===== src/rtl/regset_arbiter.sv =====
// regset_arbiter: two-port round-robin arbiter and sequencer
// for the 8 x 4-bit register set.
module regset_arbiter #(
  parameter int AW = 3,
  parameter int DW = 4
) (
  input  logic          Clk,
  input  logic          Rst,
  input  logic          Req_a,
  input  logic          Req_b,
  input  logic          Wr_a,
  input  logic          Wr_b,
  input  logic [AW-1:0] Addr_a,
  input  logic [AW-1:0] Addr_b,
  input  logic [DW-1:0] Wdata_a,
  input  logic [DW-1:0] Wdata_b,
  output logic          Ack_a,
  output logic          Ack_b,
  output logic [DW-1:0] Rdata_a,
  output logic [DW-1:0] Rdata_b,
  output logic          Busy,
  output logic [AW-1:0] Rs_addr,
  output logic [DW-1:0] Rs_din,
  output logic          Rs_rw,
  input  logic [DW-1:0] Rs_dout
);

  typedef enum logic [1:0] {
    IDLE,
    ISSUE,
    READ,
    ACK
  } state_t;

  state_t        state_q;
  logic          ptr_q;
  logic          gnt_q;
  logic          wr_q;
  logic          ack_a_q;
  logic          ack_b_q;
  logic          busy_q;
  logic          rs_rw_q;
  logic [AW-1:0] rs_addr_q;
  logic [DW-1:0] rs_din_q;
  logic [DW-1:0] rdata_a_q;
  logic [DW-1:0] rdata_b_q;

  logic          any_req;
  logic          gnt_d;
  logic          wr_d;
  logic [AW-1:0] addr_d;
  logic [DW-1:0] data_d;

  // Pick the winner: a lone requester, else the pointer (1 = B).
  always_comb begin
    any_req = Req_a | Req_b;
    gnt_d   = (Req_a & Req_b) ? ptr_q : Req_b;
    wr_d    = gnt_d ? Wr_b    : Wr_a;
    addr_d  = gnt_d ? Addr_b  : Addr_a;
    data_d  = gnt_d ? Wdata_b : Wdata_a;
  end

  // Sequencer FSM; every output is a register updated here.
  always_ff @(posedge Clk) begin
    if (Rst) begin
      state_q   <= IDLE;
      ptr_q     <= 1'b0;
      gnt_q     <= 1'b0;
      wr_q      <= 1'b0;
      ack_a_q   <= 1'b0;
      ack_b_q   <= 1'b0;
      busy_q    <= 1'b0;
      rs_rw_q   <= 1'b0;
      rs_addr_q <= '0;
      rs_din_q  <= '0;
      rdata_a_q <= '0;
      rdata_b_q <= '0;
    end else begin
      ack_a_q <= 1'b0;
      ack_b_q <= 1'b0;
      rs_rw_q <= 1'b0;
      unique case (state_q)
        IDLE: begin
          if (any_req) begin
            state_q   <= ISSUE;
            busy_q    <= 1'b1;
            gnt_q     <= gnt_d;
            wr_q      <= wr_d;
            rs_rw_q   <= wr_d;
            rs_addr_q <= addr_d;
            rs_din_q  <= data_d;
          end
        end
        ISSUE: begin
          if (wr_q) begin
            state_q <= ACK;
            ack_a_q <= ~gnt_q;
            ack_b_q <= gnt_q;
          end else begin
            state_q <= READ;
          end
        end
        READ: begin
          state_q <= ACK;
          ack_a_q <= ~gnt_q;
          ack_b_q <= gnt_q;
          if (gnt_q) begin
            rdata_b_q <= Rs_dout;
          end else begin
            rdata_a_q <= Rs_dout;
          end
        end
        ACK: begin
          state_q <= IDLE;
          busy_q  <= 1'b0;
          ptr_q   <= ~gnt_q;
        end
        default: begin
          state_q <= IDLE;
          busy_q  <= 1'b0;
        end
      endcase
    end
  end

  assign Ack_a   = ack_a_q;
  assign Ack_b   = ack_b_q;
  assign Rdata_a = rdata_a_q;
  assign Rdata_b = rdata_b_q;
  assign Busy    = busy_q;
  assign Rs_addr = rs_addr_q;
  assign Rs_din  = rs_din_q;
  assign Rs_rw   = rs_rw_q;

endmodule

===== config.mk =====
export PLATFORM = sky130hd
export DESIGN_NAME = regset_arbiter
export DESIGN_NICKNAME = d
export VERILOG_FILES = /design/src/rtl/regset_arbiter.sv
export SDC_FILE = /design/constraint.sdc
export NUM_CORES = 1
export LEC_CHECK = 0
export CORE_UTILIZATION = 55
export DETAILED_ROUTE_END_ITERATION = 8
export DONT_BUFFER_PORTS = 1
export MAX_ROUTING_LAYER = met4
export PLACE_DENSITY_LB_ADDON = 0.25
export SLEW_MARGIN = 20
export SYNTH_ARGS = -nofsm -noshare
export SYNTH_HDL_FRONTEND = slang
export SYNTH_SLANG_ARGS = --single-unit

===== constraint.sdc =====
create_clock -name Clk -period 3.6 [get_ports Clk]
set_input_delay 0.36 -clock Clk [delete_from_list [all_inputs] [get_ports Clk]]
set_output_delay 0.36 -clock Clk [all_outputs]
set_load 0.005 [all_outputs]

==> metrics.log, run 1 <==
INFO  metric crit_path_max_fanout = 17
INFO  metric postCtsHoldBufs = 0
INFO  metric critical_path.startpoint_type = flip-flop
INFO  metric fin_tns_setup = 0 ns
INFO  metric hold_path.startpoint = Rst
INFO  metric syn_nets = around 140
INFO  metric netlist_instances = roughly 120
INFO  metric first_pass_grt_wire_length = 3298 um
INFO  metric crit_path_max_incr_delay = 0.52 ns
INFO  metric htreeDepth = 1
INFO  metric rsz0062_at_grt = false
INFO  metric critical_path_class = flip-flop to flip-flop
INFO  metric post-route-worst-setup-slack = roughly 1.9 ns
INFO  metric netlist_area = 0.001066 sq mm
INFO  metric p_sw = 297.5 uW
INFO  metric yosysWarningCount = 0
INFO  metric power_per_cell_area = 786.9 mW/mm^2
INFO  metric worstHoldPathCells = 1
INFO  metric number_of_synthesized_flops_with_an_enable_pin = 0
INFO  metric routabilityCongestion = 0.7557
INFO  metric starting_density_of_the_core = 60.43%
INFO  metric grtUsageTotal = 22.99%
INFO  metric synth_top_area_share = a little under half
INFO  metric power.share.combinational = 32.5%
INFO  metric clkTransAtPathRegs = 0.13 ns
INFO  metric slew_at_the_pin_with_the_worst_max_slew_slack = slightly below 0.6 ns
INFO  metric port_buffers = 0
INFO  metric average_cell_area_after_synthesis = 9.270 sq um
INFO  metric top_level_ports = 43
INFO  metric overflow_left_after_global_routing = 0
INFO  metric vias_per_cell = between 6 and 7
INFO  metric hp-class = input pin to flip-flop
INFO  metric worst_setup_path_end_kind = flip-flop
INFO  metric finalSetupViolations = 0
INFO  metric arrival = about 2.0 ns
INFO  metric finalWorstPathRequiredPeriod = 1.723 ns
INFO  metric postCtsResizedCells = 0
INFO  metric pwr-share-seq = 45.3%
INFO  metric cp_cell_sequence = inv_1 > ha_1 > o21a_1 > nor2_1 > a311oi_1
INFO  metric insertion_delay = 0.31 ns
INFO  metric die-width = between 40 and 50 um
INFO  metric cp_num_buf_inv = 1
INFO  metric maxSlewHeadroom = 61.42%
INFO  metric internal_power = around 570 uW
INFO  metric layout-drive-gt1-share = 7.207%
INFO  metric worst_ep_required_time = 3.82 ns
INFO  metric diodes = 0
INFO  metric wire_per_inst = 15.80 um
INFO  metric numPlacedInstances = between 100 and 150
INFO  metric seq_area_frac_synth = 45.07%
INFO  metric cts_root_buffer = sky130_fd_sc_hd__clkbuf_4
INFO  metric cts_buffers = 3
INFO  metric grt_start_max_net_pins = 25
INFO  metric design.final.nets = 141
INFO  metric hold-path-endpoint = Rdata_a[2]
INFO  metric fin_crit_sh = 47.86%
INFO  metric post_cts_buffers = 0
INFO  metric synthArstFlopShare = 0%
INFO  metric r2r_start = state_q[0]
INFO  metric synth_top_flop_cell = sky130_fd_sc_hd__dfxtp_1
INFO  metric cts.sink_count = 24
INFO  metric rr_endpoint = Rs_addr[1]
INFO  metric die-area = ~0.0021 sq mm
INFO  metric hold_violations = 0
INFO  metric floorplan.rows = 15
INFO  metric cap_viol_max_count = 0
INFO  metric share_clk_of_total_power = 22.2%
INFO  metric cpLargestDelayFamily = compound AO/OA/AOI/OAI gates
INFO  metric hpwlAfterDp = 1555 um
INFO  metric synth_common_cells = sky130_fd_sc_hd__dfxtp_1 (24), sky130_fd_sc_hd__nor2_1 (16), sky130_fd_sc_hd__nand3_1 (12), sky130_fd_sc_hd__o21ai_0 (10), sky130_fd_sc_hd__a311oi_1 (7)
INFO  metric routed_wirelength = approximately 2100 um
INFO  metric path_depth_of_the_worst_reg2reg_path = 5
INFO  metric antenna_violations_before_repair = 0
INFO  metric core_area = 0.001764 sq mm
INFO  metric flow.area_growth_from_synthesis = 3.169%
INFO  metric route.detailed.drc = 0
INFO  metric vdd_ir_drop_max = 492.2 uV
INFO  metric instances_no_fill = between 100 and 150
INFO  metric p_leak = 0.4147 nW
INFO  metric worst_clock_skew = 0.005648 ns
INFO  metric die_y = 46.03 um
INFO  metric final-max-slew-violation-count = 0
INFO  metric post_synth_main_area_contributors = sky130_fd_sc_hd__dfxtp_1 (45%), sky130_fd_sc_hd__ha_1 (5.9%), sky130_fd_sc_hd__a311oi_1 (5.8%)
INFO  metric fmaxAchievable = about 580 MHz
INFO  metric via_count = around 840
INFO  metric reg2reg_setup_slack = 1.88 ns
INFO  metric ys_seq_elements = 24
INFO  metric synth.lib_cells_used.distinct = 24
INFO  metric tritoncts = yes
INFO  metric dp_worst_setup_slack = 1.906 ns
INFO  metric grt_pass1_vias = between 700 and 800
INFO  metric synth.most_common_cell = sky130_fd_sc_hd__dfxtp_1
INFO  metric power.switching_fraction = 34.38%
INFO  metric run_status = finished, final reports clean
INFO  metric first_pass_iteration_count_of_the_detailed_router = 6
INFO  metric critical-path-slowest-cell = sky130_fd_sc_hd__o21a_1
INFO  metric drt-initial-drc-count = 15
INFO  metric detail-route-antenna-nets = 0
INFO  metric max-clock-path-buffers = 2
INFO  metric library_cell_with_the_largest_summed_area_after_synthesis = sky130_fd_sc_hd__dfxtp_1
-- cell families after synthesis --
family	count (synthesis)	share of synthesized area [%]
AOI/OAI and AO/OA	29	19.72
DFF	24	45.07
and+or+nand+nor	39	17.61
buffers and inverters	12	6.102
adders and majority gates	5	5.869
muxes	6	5.634
-- state kept, by name, summed over array words and instances (netlist names), 2 cells and up --
name,flops
Rs_addr,3
state_q,2
Rdata_b,4
Rdata_a,4
Rs_din,4
-- cell usage in the layout, fill, tap and decap left out, drive strengths merged, types with 2 or more instances in the layout --
master and n:
nand2b 2, a21oi 5, clkbuf 3, nand2 5, o21ai 10, nor2 16
a311oi 8, nand3 12, mux2i 6, a211oi 3, dfxtp 24, nor4b 2
ha 5, inv 4
-- power by group through the flow --
stage	Sequential [mW]	Combinational, mW	Clock, mW
after global routing	0.402	0.314	0.209
after global placement	0.395	0.263	0
after detailed placement	0.399	0.276	0
after CTS	0.392	0.277	0.197
final	0.392	0.281	0.192
after floorplan	0.381	0.274	0
-- worst reg2reg max path, stage by stage, from the launching register on --
cell	delay (ns)
sky130_fd_sc_hd__dfxtp_1	0.35
sky130_fd_sc_hd__inv_1	0.16
sky130_fd_sc_hd__ha_1	0.24
sky130_fd_sc_hd__o21a_1	0.52
sky130_fd_sc_hd__nor2_1	0.09
sky130_fd_sc_hd__a311oi_1	0.27
-- cell type report --
| type | instances | area (sq um) |
|---|---|---|
| well taps | 25 | 31.28 |
| fillers | 151 | 664.4 |
| inverters | 4 | 15.01 |
| flip-flops and latches | 24 | 480.5 |
| clock inverters | 1 | 30.03 |
| multi-input cells | 79 | 520.5 |
| clock buffers | 3 | 22.52 |
-- metal layers --
metal,track usage (%),wire (um),up-vias
met5,-,0,-
met2,37.46,1046,38
met4,7.059,17,0
met3,10.71,198,4
met1,24.58,886,399
li1,-,-,403
-- worst max-delay path by stage --
stage | startpoint | to | slack [ns] | cells past startpoint
2_1_floorplan | state_q[0] | state_q[1] | 2.24 | 5
3_3_place_gp | state_q[0] | Rs_addr[1] | 2.05 | 5
3_5_place_dp | state_q[0] | Rs_addr[1] | 1.91 | 5
4_1_cts | state_q[0] | Rs_addr[1] | 1.91 | 5
5_1_grt | state_q[0] | Rs_addr[2] | 1.75 | 5
6_report | state_q[0] | Rs_addr[1] | 1.88 | 5
-- stage by stage --
stage          area, sq um  hold WS, ns  utilization [%]  power [mW]
4_1_cts               1100      0.08019            62.34      0.8669
6_report              1100      0.09261            62.34      0.8654
3_3_place_gp          1047       0.4300            59.36      0.6580
2_1_floorplan         1066       0.4262                -      0.6555
5_1_grt               1100      0.05105            62.34      0.9254
3_5_place_dp          1047       0.4294            59.36      0.6752
Note: power is estimated with default switching activity, not from simulation.
==> run 2, diff against run 1 <==
--- a/config.mk
+++ b/config.mk
@@ -5,6 +5,7 @@
 export SDC_FILE = /design/constraint.sdc
 export NUM_CORES = 1
 export LEC_CHECK = 0
+export ABC_AREA = 1
 export CORE_UTILIZATION = 55
 export DETAILED_ROUTE_END_ITERATION = 8
 export DONT_BUFFER_PORTS = 1
==> constraint.sdc (replaced) <==
create_clock -name Clk -period 1.7 [get_ports Clk]
set_input_delay 0.17 -clock Clk [delete_from_list [all_inputs] [get_ports Clk]]
set_output_delay 0.17 -clock Clk [all_outputs]
set_load 0.005 [all_outputs]
==> metrics.log, run 2 <==
INFO  metric average_cell_area_after_synthesis = 7.474 sq um (-19%)
INFO  metric route.detailed.drc = 0 (unchanged)
INFO  metric drt-initial-drc-count = 22 (+7)
INFO  metric final-max-slew-violation-count = 0 (unchanged)
INFO  metric power_per_cell_area = 1490 mW/mm^2 (+89%)
INFO  metric r2r_start = state_q[0]
INFO  metric grtUsageTotal = 21.40% (-1.6 points)
INFO  metric ys_seq_elements = 24 (unchanged)
INFO  metric finalWorstPathRequiredPeriod = 1.367 ns (-0.3558 ns)
INFO  metric hp-class = input pin to flip-flop
INFO  metric rsz0062_at_grt = false
INFO  metric fin_crit_sh = 80.42% (+33 points)
INFO  metric run_status = finished, final reports clean
INFO  metric core_area = 0.001942 sq mm (+10%)
INFO  metric worst_clock_skew = 0.005962 ns (+0.0003142 ns)
INFO  metric netlist_area = 0.001129 sq mm (+5.9%)
INFO  metric post-route-worst-setup-slack = 0.3328 ns (-1.544 ns)
INFO  metric cts_root_buffer = sky130_fd_sc_hd__clkbuf_4
INFO  metric path_depth_of_the_worst_reg2reg_path = 7 (+2)
INFO  metric tritoncts = yes
INFO  metric critical_path.startpoint_type = flip-flop
INFO  metric die-width = 47.30 um (+2.8%)
INFO  metric hpwlAfterDp = 1700 um (+9.3%)
INFO  metric fin_total_pwr = 1.756 mW (+100%)
INFO  metric power.switching_fraction = 38.25% (+3.9 points)
INFO  metric fmaxAchievable = 731.4 MHz (+26%)
INFO  metric fin_tns_setup = 0 ns (unchanged)
INFO  metric port_buffers = 0 (unchanged)
INFO  metric postLayoutCellArea = 0.001179 sq mm (+7.2%)
INFO  metric synth_common_cells = sky130_fd_sc_hd__dfxtp_1 (24), sky130_fd_sc_hd__nand2_1 (24), sky130_fd_sc_hd__nor2_1 (24), sky130_fd_sc_hd__inv_1 (20), sky130_fd_sc_hd__nand3_1 (14)
INFO  metric dpl-instance-area = 0.001132 sq mm (+8.1%)
INFO  metric synth_top_area_share = 42.57% (-2.5 points)
INFO  metric hold_violations = 0 (unchanged)
INFO  metric slew_at_the_pin_with_the_worst_max_slew_slack = 0.3852 ns (-0.1934 ns)
INFO  metric detail-route-antenna-nets = 0 (unchanged)
INFO  metric floorplan.rows = 16 (+1)
INFO  metric cap_viol_max_count = 0 (unchanged)
INFO  metric first_pass_iteration_count_of_the_detailed_router = 4 (-2)
INFO  metric flow.area_growth_from_synthesis = 4.435%
INFO  metric worst_setup_path_end_kind = flip-flop
INFO  metric die-area = 0.002237 sq mm (+5.6%)
INFO  metric top_level_ports = 43 (unchanged)
INFO  metric vdd_ir_drop_max = 802.0 uV (+63%)
INFO  metric yosysWarningCount = 0 (unchanged)
INFO  metric number_of_synthesized_flops_with_an_enable_pin = 0 (unchanged)
INFO  metric crit_path_max_fanout = 10 (-7)
INFO  metric hold_path.startpoint = Rs_dout[3]
INFO  metric syn_nets = 180 (+25%)
INFO  metric post_synth_main_area_contributors = sky130_fd_sc_hd__dfxtp_1 (43%), sky130_fd_sc_hd__nand2_1 (8.0%), sky130_fd_sc_hd__nor2_1 (8.0%)
INFO  metric library_cell_with_the_largest_summed_area_after_synthesis = sky130_fd_sc_hd__dfxtp_1
INFO  metric finalSetupViolations = 0 (unchanged)
INFO  metric antenna_violations_before_repair = 0 (unchanged)
INFO  metric hold-path-endpoint = Rdata_a[3]
INFO  metric clkTransAtPathRegs = 0.13 ns (about the same)
INFO  metric worstHoldPathCells = 2 (+1)
INFO  metric first_pass_grt_wire_length = 3187 um (-3.4%)
INFO  metric pwr-share-seq = 47.5% (+2.2 points)
INFO  metric critical-path-top-cell-by-count = sky130_fd_sc_hd__inv_1
INFO  metric reg2reg_setup_slack = 0.33 ns (-1.54 ns)
INFO  metric routabilityCongestion = 0.8085 (+7.0%)
INFO  metric netlist_instances = 151 (+31%)
INFO  metric die_y = 47.30 um (+2.8%)
INFO  metric routed_wirelength = 2164 um (+0.70%)
INFO  metric grt_start_max_net_pins = 15 (-40%)
INFO  metric wire_per_inst = 12.09 um (-23%)
INFO  metric p_sw = 671.8 uW (+130%)
INFO  metric synth.lib_cells_used.distinct = 21 (-13%)
INFO  metric seq_area_frac_synth = 42.57% (-2.5 points)
INFO  metric share_clk_of_total_power = 16.6% (-5.6 points)
INFO  metric insertion_delay = 0.31 ns (about the same)
INFO  metric worst_ep_required_time = 1.93 ns (-1.89 ns)
INFO  metric internal_power = 1.084 mW (+91%)
INFO  metric cts.sink_count = 24 (unchanged)
INFO  metric postCtsHoldBufs = 1 (+1)
INFO  metric layout-drive-gt1-share = 9.868% (+2.7 points)
INFO  metric grt_pass1_vias = 773 (+1.2%)
INFO  metric maxSlewHeadroom = 74.23% (+13 points)
INFO  metric crit_path_max_incr_delay = 0.37 ns (-0.15 ns)
INFO  metric htreeDepth = 1 (unchanged)
INFO  metric post_cts_buffers = 0 (unchanged)
INFO  metric vias_per_cell = 5.123 (-17%)
INFO  metric dp_worst_setup_slack = 0.3427 ns (-1.563 ns)
INFO  metric layout.cells.most_common_list = sky130_fd_sc_hd__dfxtp_1 (24), sky130_fd_sc_hd__nand2_1 (24), sky130_fd_sc_hd__nor2_1 (24), sky130_fd_sc_hd__inv_1 (20), sky130_fd_sc_hd__nand3_1 (14)
INFO  metric cp_num_buf_inv = 3 (+2)
INFO  metric cts_buffers = 3 (unchanged)
INFO  metric cpLargestDelayFamily = flip-flops
INFO  metric timing.critical_path.depth = 7 (+2)
INFO  metric max-clock-path-buffers = 2 (unchanged)
INFO  metric design.final.nets = 182 (+29%)
INFO  metric diodes = 0 (unchanged)
INFO  metric postCtsResizedCells = 0 (unchanged)
INFO  metric arrival = 1.59 ns (-0.36 ns)
INFO  metric critical-path-slowest-cell = sky130_fd_sc_hd__dfxtp_1
INFO  metric rr_endpoint = Rs_addr[1]
INFO  metric synth_top_flop_cell = sky130_fd_sc_hd__dfxtp_1
INFO  metric critical_path_class = flip-flop to flip-flop
INFO  metric power.share.combinational = 35.9% (+3.4 points)
INFO  metric overflow_left_after_global_routing = 0 (unchanged)
INFO  metric via_count = 917 (+8.6%)
INFO  metric cp_cell_sequence = inv_1 > ha_1 > inv_2 > nor2_8 > nand3_1 > nand2_1 > inv_1
INFO  metric p_leak = 0.5537 nW (+34%)
INFO  metric synthArstFlopShare = 0% (unchanged)
INFO  metric starting_density_of_the_core = 58.12% (-2.3 points)
[run 2: worst max path at each step]
stage | slack (ns) | start | to
floorplan | 0.51 | state_q[0] | Rs_addr[2]
global placement | 0.43 | state_q[1] | Rs_addr[2]
detailed placement | 0.34 | state_q[0] | Rs_din[1]
CTS | 0.33 | state_q[0] | Rs_din[1]
global route | 0.20 | state_q[0] | Rs_din[3]
finish | 0.33 | state_q[0] | Rs_addr[1]
[run 2: power by group through the flow]
| stage | clock network (mW) | logic, mW | registers [mW] |
|---|---|---|---|
| global placement | 0 | 0.588 | 0.843 |
| floorplan | 0 | 0.530 | 0.820 |
| global route | 0.327 | 0.720 | 0.867 |
| detailed placement | 0 | 0.619 | 0.853 |
| finish | 0.292 | 0.630 | 0.834 |
| CTS | 0.308 | 0.627 | 0.839 |
[run 2: worst reg2reg max path, cell delays in order (launching register included)]
cell and delay, ns:
sky130_fd_sc_hd__dfxtp_1 0.37, sky130_fd_sc_hd__inv_1 0.13, sky130_fd_sc_hd__ha_1 0.30, sky130_fd_sc_hd__inv_2 0.10, sky130_fd_sc_hd__nor2_8 0.18, sky130_fd_sc_hd__nand3_1 0.10, sky130_fd_sc_hd__nand2_1 0.07, sky130_fd_sc_hd__inv_1 0.04
[run 2: cell families after synthesis]
kind of cell             after synthesis  share of synthesized area, %
AO/OA/AOI/OAI                         26                         13.52
flip-flops                            24                         42.57
buffers and inverters                 26                         9.978
AND/OR/NAND/NOR                       70                         28.38
adder cells (fa/ha/maj)                5                         5.543
[run 2: final cells by class]
type / count / area (sq um)
Timing Repair Buffer: 1 / 10.01
Inverter: 22 / 82.58
Multi-Input combinational cell: 101 / 535.5
Clock buffer: 4 / 36.28
Sequential cell: 24 / 480.5
Tap cell: 27 / 33.78
Fill cell: 184 / 763.2
[run 2: metrics by stage]
stage	util (%)	instances	hold slack, ns
final	60.70	179	0.02475
after global routing	60.70	179	0.008698
after CTS	60.70	179	0.01332
after detailed placement	58.31	174	0.2405
after global placement	58.31	174	0.2364
after floorplan	-	151	0.3341
[run 2: layer usage]
layer	GRT usage, %	up-vias	share of wire (%)
met1	24.24	403	40
met2	35.89	33	52
li1	-	479	-
met4	9.143	0	0.55
met3	4.615	2	8.0
met5	-	-	0
==> run 3, diff against run 2 <==
==> constraint.sdc (replaced) <==
create_clock -name Clk -period 1.3 [get_ports Clk]
set_input_delay 0.13 -clock Clk [delete_from_list [all_inputs] [get_ports Clk]]
set_output_delay 0.13 -clock Clk [all_outputs]
set_load 0.005 [all_outputs]
==> metrics.log, run 3 (synthesized netlist as in run 2, its figures left out) <==
INFO  metric flow.area_growth_from_synthesis = 13.97%
INFO  metric cap_viol_max_count = 0 (unchanged)
INFO  metric drt-initial-drc-count = 17 (-23%)
INFO  metric critical_path_class = flip-flop to flip-flop
INFO  metric critical_path.startpoint_type = flip-flop
INFO  metric core_area = 0.001942 sq mm (unchanged)
INFO  metric post_cts_buffers = 0 (unchanged)
INFO  metric first_pass_grt_wire_length = 3298 um (+3.5%)
INFO  metric floorplan.rows = 16 (unchanged)
INFO  metric cp_cell_sequence = inv_1 > ha_1 > nand2_1 > o21ai_0 > nor2_1
INFO  metric die-area = 0.002237 sq mm (unchanged)
INFO  metric layout-drive-gt1-share = 11.88% (+2.0 points)
INFO  metric use_met2 = 38.90% (+3.0 points)
INFO  metric p_leak = 0.5967 nW (+7.8%)
INFO  metric die-width = 47.30 um (unchanged)
INFO  metric max-clock-path-buffers = 2 (unchanged)
INFO  metric hold_violations = 0 (unchanged)
INFO  metric fmaxAchievable = 815.7 MHz (+12%)
INFO  metric first_pass_iteration_count_of_the_detailed_router = 6 (+2)
INFO  metric grt_start_max_net_pins = 15 (unchanged)
INFO  metric via_count = 984 (+7.3%)
INFO  metric maxSlewHeadroom = 72.68% (-1.6 points)
INFO  metric grt_util_met3 = 3.077% (-1.5 points)
INFO  metric tritoncts = yes
INFO  metric vdd_ir_drop_max = 1309 uV (+63%)
INFO  metric met1_track_demand_over_resource_in_global_routing = 24.42% (+0.18 points)
INFO  metric fin_crit_sh = 94.31% (+14 points)
INFO  metric finalCoreUtilization = 66.24% (+5.5 points)
INFO  metric insertion_delay = 0.32 ns (about the same)
INFO  metric critical-path-slowest-cell = sky130_fd_sc_hd__dfxtp_1
INFO  metric fin_hold_ws = 0.004963 ns (-0.01979 ns)
INFO  metric cts_buffers = 3 (unchanged)
INFO  metric arrival = 1.45 ns (-0.14 ns)
INFO  metric final-max-slew-violation-count = 0 (unchanged)
INFO  metric top_level_ports = 43 (unchanged)
INFO  metric cpLargestDelayFamily = flip-flops
INFO  metric starting_density_of_the_core = 58.12% (unchanged)
INFO  metric routed_wirelength = 2377 um (+9.8%)
INFO  metric grt_pass1_vias = 838 (+8.4%)
INFO  metric detail-route-antenna-nets = 0 (unchanged)
INFO  metric routabilityCongestion = 0.8141 (+0.69%)
INFO  metric filler_cell_count = 180 (-2.2%)
INFO  metric cp_num_buf_inv = 1 (-2)
INFO  metric crit_path_max_fanout = 5 (-5)
INFO  metric top_usage_layer = met2
INFO  metric port_buffers = 0 (unchanged)
INFO  metric slew_at_the_pin_with_the_worst_max_slew_slack = 0.4085 ns (+0.02326 ns)
INFO  metric hpwlAfterDp = 1609 um (-5.3%)
INFO  metric hp-class = input pin to flip-flop
INFO  metric worst_ep_required_time = 1.52 ns (-0.41 ns)
INFO  metric power_per_cell_area = 2007 mW/mm^2 (+35%)
INFO  metric vias_per_cell = 5.262 (+2.7%)
INFO  metric clkTransAtPathRegs = 0.13 ns (about the same)
INFO  metric route.detailed.drc = 0 (unchanged)
INFO  metric rsz0062_at_grt = true
INFO  metric diodes = 0 (unchanged)
INFO  metric design.final.nets = 190 (+4.4%)
INFO  metric worst_clock_skew = 0.001587 ns (-0.004375 ns)
INFO  metric antenna_violations_before_repair = 0 (unchanged)
INFO  metric finalWorstPathRequiredPeriod = 1.226 ns (-0.1412 ns)
INFO  metric htreeDepth = 1 (unchanged)
INFO  metric run_status = finished, final reports clean
INFO  metric layout.cells.most_common_list = sky130_fd_sc_hd__dfxtp_1 (24), sky130_fd_sc_hd__nand2_1 (24), sky130_fd_sc_hd__nor2_1 (24), sky130_fd_sc_hd__inv_1 (20), sky130_fd_sc_hd__nand3_1 (14)
INFO  metric cts_root_buffer = sky130_fd_sc_hd__clkbuf_4
INFO  metric cts.sink_count = 24 (unchanged)
INFO  metric crit_path_max_incr_delay = 0.33 ns (-0.04 ns)
INFO  metric grtUsageTotal = 21.72% (+0.32 points)
INFO  metric overflow_left_after_global_routing = 0 (unchanged)
INFO  metric die_y = 47.30 um (unchanged)
INFO  metric worst_setup_path_end_kind = flip-flop
INFO  metric wire_per_inst = 12.71 um (+5.1%)
INFO  metric finalSetupViolations = 0 (unchanged)
==> run 3: cell types whose count changed in the layout (fill, tap and decap cells not counted) <==
cell / change
sky130_fd_sc_hd__clkbuf_8: -1
sky130_fd_sc_hd__dlygate4sd3_1: +6
sky130_fd_sc_hd__ha_4: +1
sky130_fd_sc_hd__buf_4: +2
sky130_fd_sc_hd__ha_1: -1
sky130_fd_sc_hd__bufinv_16: +1
sky130_fd_sc_hd__a21oi_1: -1
sky130_fd_sc_hd__a21oi_2: +1
==> run 3: final cells by class <==
class                           instances  area, sq um  area share, %
Multi-Input combinational cell        101        551.8          42.90
Sequential cell                        24        480.5          37.35
Timing Repair Buffer                    9        85.08          6.615
Inverter                               22        82.58          6.420
Tap cell                               27        33.78          2.626
Clock inverter                          1        30.03          2.335
Clock buffer                            3        22.52          1.751
==> run 3: per-stage QoR <==
step	power [mW]	setup slack [ns]	instances	setup TNS [ns]	instance area, sq um
2_1_floorplan	1.766	0.1051	151	0	1129
3_3_place_gp	1.908	0.07903	176	0	1147
3_5_place_dp	1.940	0.03386	176	0	1147
4_1_cts	2.503	0.009278	186	0	1260
5_1_grt	2.771	-0.01247	187	-0.01247	1286
6_report	2.581	0.07398	187	0	1286
==> run 3: repair_timing <==
action / 4_1_cts / 5_1_grt
resized for setup: 0 / 3
hold endpoints to repair: 18 / 1
endpoints found under the setup margin: 0 / 10
hold buffers: 6 / 1
==> run 3: power by group <==
| part | total (mW) | switching [mW] | internal, mW |
|---|---|---|---|
| clock | 0.543 | 0.231 | 0.312 |
| sequential | 1.08 | 0.147 | 0.937 |
| combinational | 0.955 | 0.558 | 0.396 |
==> run 3: worst register-to-register path, delay by kind of cell, from the launching register on <==
kind,cells,cell delay [ns]
AND/OR/NAND/NOR,2,0.20
buffers and inverters,1,0.13
AO/OA/AOI/OAI,1,0.22
flip-flops,1,0.33
adder cells (fa/ha/maj),1,0.25
==> run 3: path summary, 6_finish.rpt <==
kind	from	end	slack [ns]	depth (start not counted)
min reg2reg	Rdata_a[3]	Rdata_a[3]	0.51	2
max	state_q[0]	Rdata_b[3]	0.07	5
max reg2reg	state_q[0]	Rdata_b[3]	0.07	5
min	Wdata_a[2]	Rs_din[2]	0.005	4
==> run 3: routing by layer <==
layer	wire length, um	vias up	share of wire, %
li1	-	495	-
met3	146	2	6.1
met4	8	0	0.34
met5	0	-	0
met2	1205	40	51
met1	1017	447	43
